`src/rtl/deserializer64_2bit_pkg.sv`:
```
// Shared framing definitions for the 2-bit serial shift path.
// Both the serializer and this deserializer derive beat count and counter
// width from the same WIDTH/STEP pair, so the two ends agree on word framing.
package deserializer64_2bit_pkg;

  localparam int WIDTH_DEF = 64;  // assembled word width
  localparam int STEP_DEF  = 2;   // bits moved per transfer

  // Transfers needed to move one word.
  function automatic int beats_of(input int width, input int step);
    return width / step;
  endfunction

  // Width of a counter that spans 0 .. beats-1 (at least one bit).
  function automatic int cnt_width(input int width, input int step);
    return (width / step > 1) ? $clog2(width / step) : 1;
  endfunction

endpackage

```
`src/rtl/deserializer64_2bit_if.sv`:
```
// Handshake bundle for the deserializer.
//   in_valid / in_data / in_ready    : dibit input stage (producer -> block)
//   out_valid / out_data / out_ready : word output stage (block -> consumer)
//   beat_count                       : dibits held in the partial word
// Modports:
//   master : the environment (drives input stage, accepts output stage)
//   slave  : the deserializer itself
interface deserializer64_2bit_if
  import deserializer64_2bit_pkg::*;
  #(
    parameter int WIDTH = WIDTH_DEF,
    parameter int STEP  = STEP_DEF
  );

  localparam int CNT_W = cnt_width(WIDTH, STEP);

  logic             in_valid;
  logic [STEP-1:0]  in_data;
  logic             in_ready;
  logic             out_valid;
  logic [WIDTH-1:0] out_data;
  logic             out_ready;
  logic [CNT_W-1:0] beat_count;

  modport master (
    output in_valid, in_data, out_ready,
    input  in_ready, out_valid, out_data, beat_count
  );

  modport slave (
    input  in_valid, in_data, out_ready,
    output in_ready, out_valid, out_data, beat_count
  );

endinterface

```
`src/rtl/deserializer64_2bit_shift_reg.sv`:
```
// dibit_shift_reg64: left-shifting word register that inserts STEP bits at
// the LSB end on each enabled cycle.
//   clk     : rising-edge clock
//   reset   : synchronous active-high clear
//   en      : shift one lane left and insert din
//   clr     : clear contents (wins over en)
//   din     : serial lane inserted at the LSB end
//   shifted : combinational preview of the register after one shift with din,
//             used by the parent to capture a completed word without an
//             extra cycle
module dibit_shift_reg64
  #(
    parameter int WIDTH = 64,
    parameter int STEP  = 2
  )
  (
    input  logic             clk,
    input  logic             reset,
    input  logic             en,
    input  logic             clr,
    input  logic [STEP-1:0]  din,
    output logic [WIDTH-1:0] shifted
  );

  localparam int LANES = WIDTH / STEP;

  logic [WIDTH-1:0] q_reg;

  // Each lane takes the contents of the lane below it; lane 0 takes din.
  for (genvar gi = 0; gi < LANES; gi++) begin : g_lane
    if (gi == 0) begin : g_insert
      assign shifted[STEP-1:0] = din;
    end else begin : g_move
      assign shifted[gi*STEP +: STEP] = q_reg[(gi-1)*STEP +: STEP];
    end
  end

  always_ff @(posedge clk) begin
    if (reset) begin
      q_reg <= '0;
    end else if (clr) begin
      q_reg <= '0;
    end else if (en) begin
      q_reg <= shifted;
    end
  end

endmodule

```
`src/rtl/deserializer64_2bit.sv`:
```
// deserializer64_2bit: rebuilds a WIDTH-bit word from a STEP-bit serial
// stream, first beat in the word's top bits, and presents it on a
// valid/ready output stage.
//   clk   : rising-edge clock
//   reset : synchronous active-high reset, overrides en and all handshakes
//   en    : global enable; when low no register changes
//   bus   : handshake bundle (slave side), see deserializer64_2bit_if
module deserializer64_2bit
  import deserializer64_2bit_pkg::*;
  #(
    parameter int WIDTH = WIDTH_DEF,
    parameter int STEP  = STEP_DEF
  )
  (
    input logic                  clk,
    input logic                  reset,
    input logic                  en,
    deserializer64_2bit_if.slave bus
  );

  localparam int BEATS = beats_of(WIDTH, STEP);
  localparam int CNT_W = cnt_width(WIDTH, STEP);

  logic [CNT_W-1:0] beat_cnt_reg, beat_cnt_next;
  logic             out_valid_reg, out_valid_next;
  logic [WIDTH-1:0] out_data_reg, out_data_next;
  logic [WIDTH-1:0] shifted_word;
  logic             last_beat;
  logic             in_ready;
  logic             accept;
  logic             out_fire;

  assign last_beat = (beat_cnt_reg == CNT_W'(BEATS - 1));

  // Only the final beat needs a free output slot; a slot being drained this
  // very cycle counts as free so words can flow without a bubble.
  assign in_ready = ~last_beat | ~out_valid_reg | bus.out_ready;
  assign accept   = en & bus.in_valid & in_ready;
  assign out_fire = en & out_valid_reg & bus.out_ready;

  // The final beat never lands in the shift register: the word goes straight
  // to the output register and the shifter is cleared for the next word.
  dibit_shift_reg64 #(
    .WIDTH (WIDTH),
    .STEP  (STEP)
  ) u_shift (
    .clk     (clk),
    .reset   (reset),
    .en      (accept & ~last_beat),
    .clr     (accept & last_beat),
    .din     (bus.in_data),
    .shifted (shifted_word)
  );

  always_comb begin
    beat_cnt_next  = beat_cnt_reg;
    out_valid_next = out_valid_reg;
    out_data_next  = out_data_reg;

    if (out_fire) begin
      out_valid_next = 1'b0;
    end

    // A new word completing in the same cycle as a drain keeps valid high.
    if (accept) begin
      if (last_beat) begin
        beat_cnt_next  = '0;
        out_data_next  = shifted_word;
        out_valid_next = 1'b1;
      end else begin
        beat_cnt_next = beat_cnt_reg + CNT_W'(1);
      end
    end
  end

  always_ff @(posedge clk) begin
    if (reset) begin
      beat_cnt_reg  <= '0;
      out_valid_reg <= 1'b0;
      out_data_reg  <= '0;
    end else begin
      beat_cnt_reg  <= beat_cnt_next;
      out_valid_reg <= out_valid_next;
      out_data_reg  <= out_data_next;
    end
  end

  assign bus.in_ready   = in_ready;
  assign bus.out_valid  = out_valid_reg;
  assign bus.out_data   = out_data_reg;
  assign bus.beat_count = beat_cnt_reg;

endmodule

```
`src/flat_wrapper.sv`:
```
// flat-port wrapper written by rule: the top's interface ports become plain ports
module deserializer64_2bit_flat import deserializer64_2bit_pkg::*;
#(
    parameter int WIDTH = WIDTH_DEF,
    parameter int STEP  = STEP_DEF
  )
  (clk, reset, en, bus_in_valid, bus_in_data, bus_out_ready, bus_in_ready, bus_out_valid, bus_out_data, bus_beat_count);
  deserializer64_2bit_if #(.WIDTH(WIDTH), .STEP(STEP)) bus_i ();
  input logic clk;
  input logic reset;
  input logic en;
  input wire logic [$bits(bus_i.in_valid)-1:0] bus_in_valid;
  input wire logic [$bits(bus_i.in_data)-1:0] bus_in_data;
  input wire logic [$bits(bus_i.out_ready)-1:0] bus_out_ready;
  output wire logic [$bits(bus_i.in_ready)-1:0] bus_in_ready;
  output wire logic [$bits(bus_i.out_valid)-1:0] bus_out_valid;
  output wire logic [$bits(bus_i.out_data)-1:0] bus_out_data;
  output wire logic [$bits(bus_i.beat_count)-1:0] bus_beat_count;
  assign bus_i.in_valid = bus_in_valid;
  assign bus_i.in_data = bus_in_data;
  assign bus_i.out_ready = bus_out_ready;
  assign bus_in_ready = bus_i.in_ready;
  assign bus_out_valid = bus_i.out_valid;
  assign bus_out_data = bus_i.out_data;
  assign bus_beat_count = bus_i.beat_count;
  deserializer64_2bit #(.WIDTH(WIDTH), .STEP(STEP)) u_core (.clk(clk), .reset(reset), .en(en), .bus(bus_i));
endmodule
```
`config.mk`:
```
export PLATFORM = sky130hd
export DESIGN_NAME = deserializer64_2bit_flat
export DESIGN_NICKNAME = d
export VERILOG_FILES = /design/src/rtl/deserializer64_2bit_pkg.sv /design/src/rtl/deserializer64_2bit_if.sv /design/src/rtl/deserializer64_2bit_shift_reg.sv /design/src/rtl/deserializer64_2bit.sv /design/src/flat_wrapper.sv
export SDC_FILE = /design/constraint.sdc
export NUM_CORES = 1
export LEC_CHECK = 0
export BUFFER_PORTS_ARGS = -buffer_cell sky130_fd_sc_hd__clkbuf_2
export CAP_MARGIN = 20
export CORE_MARGIN = 2
export CORE_UTILIZATION = 40
export CTS_CLUSTER_DIAMETER = 60
export DETAILED_ROUTE_END_ITERATION = 8
export PLACE_DENSITY = 0.62
export SETUP_SLACK_MARGIN = 0.05
export SLEW_MARGIN = 20
export SYNTH_ARGS = -nofsm -noshare
export SYNTH_HDL_FRONTEND = slang
export SYNTH_HIERARCHICAL = 1
export SYNTH_SLANG_ARGS = --single-unit
```
`constraint.sdc`:
```
create_clock -name clk -period 2.4 [get_ports clk]
set_input_delay 0.24 -clock clk [delete_from_list [all_inputs] [get_ports clk]]
set_output_delay 0.24 -clock clk [all_outputs]
set_load 0.1 [all_outputs]
```
==> metrics <==
Placed Instance Area=roughly 5400 sq um; CP arrival=~2.0 ns; Port Buffers=77; DIE AREA=between 10000 and 15000 sq um; CP startpoint kind=flop; Seq cells post-synth=approximately 130; row count=41; Setup CP Type=flop to primary output; placer congestion estimate=0.760; first-pass GRT wire length=around 18000 um; core box area=~13000 sq um; DRC viols=0; hold_ws=0.0997 ns; Post-Synth Simple-Gate Area=0.128; reg-to-reg setup timing slack=0.24 ns; TritonCTS Buffers=17; Slowest-stage cell, CP=dfxtp_4; Worst-Margin Slew=0.558 ns; final setup TNS=0 ns; Setup violations, final=0; max reg flops=64; yosys warns=6; clock network fraction of design power=0.521; Post-Synth Adder-Cell Area=0.00494; total power=around 0.0049 W; vias in the first global route=3878; Worst-path clk slew=approximately 0.050 ns; Crit. End Element=primary output; largest net degree at the start of global routing=47; max-cap violations=0; switching power=0.00102 W; Remaining Overflow, GRT=0; Clock Skew=0.0137 ns; Non-Filler Instances=slightly below 800; Layout area overhead=19.2%; status=completed; period utilization=0.944; DR iter-0 viols=196; cell family with most CP delay=simple AND/OR/NAND/NOR gates; DRT antenna net count=0; most used cell, CP=ha_1; I/O pin count=between 70 and 80; Synth Net Count=about 540; Flop pwr share=0.452; synthesized area=a little over 5000 sq um; Max transition margin=0.629; switching share of total power=0.209; Max Slew Vio Count=0; vias=around 4k; DP HPWL=between 6000 and 7000 um; Synth Instances=~530; PwrDens=between 800 and 900 nW/um^2; Via-to-Cell Ratio=approximately 5; Max VDD drop=about 0.42 mV; wire per inst=roughly 14 um; cells along the critical path=ha_1 -> and3_1 -> ha_1 -> and3b_2 -> clkinvlp_4 -> buf_6; Initial Util=0.405; complex-gate fraction of the synthesized area=0.143; RSZ-0062 raised after global routing=no; post-cts hold buffer count=0; layout cells sized above 1=0.227; diode count=0; Synth Area per Inst=9.52 sq um; H-tree Lvls=4; clock sinks=132; internal power consumption=approximately 0.0038 W; Req. time, crit path=2.16 ns; Fmax=between 400 and 500 MHz; total leakage power=2.31 nW; unique cell type count in the Yosys netlist=26; Hold WC Path Type=input pin to flop; Horiz. Die Dim=between 100 and 150 um; Inst Count DP=743; worst skew pair latency=about 0.41 ns; final hold violations=0; final-layout fill cell count=1232; antenna violations before repair=0; Post-Synth XOR/XNOR Area=0; Period minus WS final=~2.3 ns; crit-path max FO=6; main combinational cell family by area after synthesis=compound AO/OA/AOI/OAI gates; Final Cell Area=slightly above 6000 sq um; CTS tree=done; Total GRT Usage=0.171; share of the yosys chip area belonging to registers=0.522; crit path buf inv count=2; Gate power share=0.027; Root Buffer=clkbuf_16; drt pass-1 iters=5; final WL=between 10000 and 15000 um; post-synthesis mux area share=0.122; Max Buffers Root-to-Sink=2; Final #Nets=~600; die height=between 100 and 150 um; crit-path max cell delay=roughly 0.36 ns
per-stage QoR:
stage / utilization / worst slack [ns]
after floorplan: - / 0.131
after global routing: 0.483 / 0.0552
after detailed placement: 0.435 / 0.292
after CTS: 0.482 / 0.0645
final: 0.483 / 0.133
after global placement: 0.435 / 0.375
tightest hold or removal path, cell delays in order:
cell and delay [ns]:
clkbuf_2 0.09, mux2i_1 0.06, nor2_1 0.07
final cells by class:
type | count | area (sq um) | share of cell area
Clock buffer | 20 | 467 | 0.0773
Clock inverter | 12 | 129 | 0.0213
Inverter | 1 | 7.51 | 0.00124
Multi-Input combinational cell | 347 | 2030 | 0.337
Sequential cell | 132 | 2650 | 0.439
Tap cell | 172 | 215 | 0.0356
Timing Repair Buffer | 91 | 534 | 0.0884
final timing paths:
check / startpoint / endpoint / cells past startpoint
min reg2reg: u_core/bus.out_data[25] / u_core/bus.out_data[25] / 2
max reg2reg: u_core/bus.beat_count[0] / u_core/u_shift/q_reg[17] / 7
min: bus_in_data[1] / u_core/u_shift/q_reg[1] / 3
max: u_core/bus.beat_count[0] / bus_in_ready / 6
synthesized netlist by cell type:
master    instances  area share
nand3_1          67       0.066
a22oi_1           1      0.0015
nand2b_1          1      0.0012
nor2b_2           1      0.0017
a41oi_1           1      0.0017
a211oi_1          2      0.0030
a21oi_1          67       0.066
ha_1              2      0.0049
clkbuf_1         12      0.0089
or2_1             1      0.0012
and3b_1           2      0.0035
dfxtp_1         132        0.52
buf_4             6      0.0089
nor2_1           66       0.049
mux2i_1          62        0.12
inv_1             1     0.00074
a31o_2            1      0.0017
o21ai_0          26       0.026
buf_6            23       0.051
and3_1            2      0.0025
o21a_1            1      0.0015
nand2_1           2      0.0015
and2_1            1      0.0012
o21ai_1          40       0.040
a311oi_1          1      0.0017
buf_2            11       0.011
cells in the final DEF, fill, tap and decap left out, types with 2 or more instances in the layout:
cell type	count
dfxtp_1	127
clkbuf_2	76
a21oi_1	67
nor2_1	66
nand3_1	66
mux2i_1	62
o21ai_1	40
o21ai_0	26
clkbuf_16	17
buf_4	11
clkinv_2	4
clkinvlp_4	4
clkbuf_8	3
dfxtp_2	3
buf_12	3
bufinv_16	2
clkinv_4	2
nand2_1	2
a211oi_1	2
ha_1	2
dfxtp_4	2
what timing repair did:
| action | 4_1_cts | 5_1_grt |
|---|---|---|
| setup endpoints to repair | 0 | 1 |
| hold endpoints to repair | 0 | 0 |
| resized for setup | 0 | 2 |
| buffers inserted | 0 | 0 |
routing by layer:
layer / up-vias / part of all wire / track usage
li1: 1981 / - / -
met1: 1904 / 0.47 / 0.222
met2: 88 / 0.48 / 0.278
met3: 4 / 0.042 / 0.0467
met4: 0 / 0.0055 / 0.0533
met5: - / 0 / 0
logic make-up (layout without fill, tap and decap cells):
kind of cell    count (synthesis)  in the layout
simple gates                  143            143
compound gates                140            140
flops                         132            132
mux                            62             62
buf+inv                        53            124
fa+ha+maj                       2              2
power groups by stage:
stage	combinational (W)	sequential, W	clock [W]
2_1_floorplan	0.000104	0.00226	0
3_3_place_gp	0.000128	0.00225	0
3_5_place_dp	0.000129	0.00225	0
4_1_cts	0.000129	0.00220	0.00259
5_1_grt	0.000137	0.00220	0.00269
6_report	0.000129	0.00220	0.00253
(Power assumes the default switching activity.)
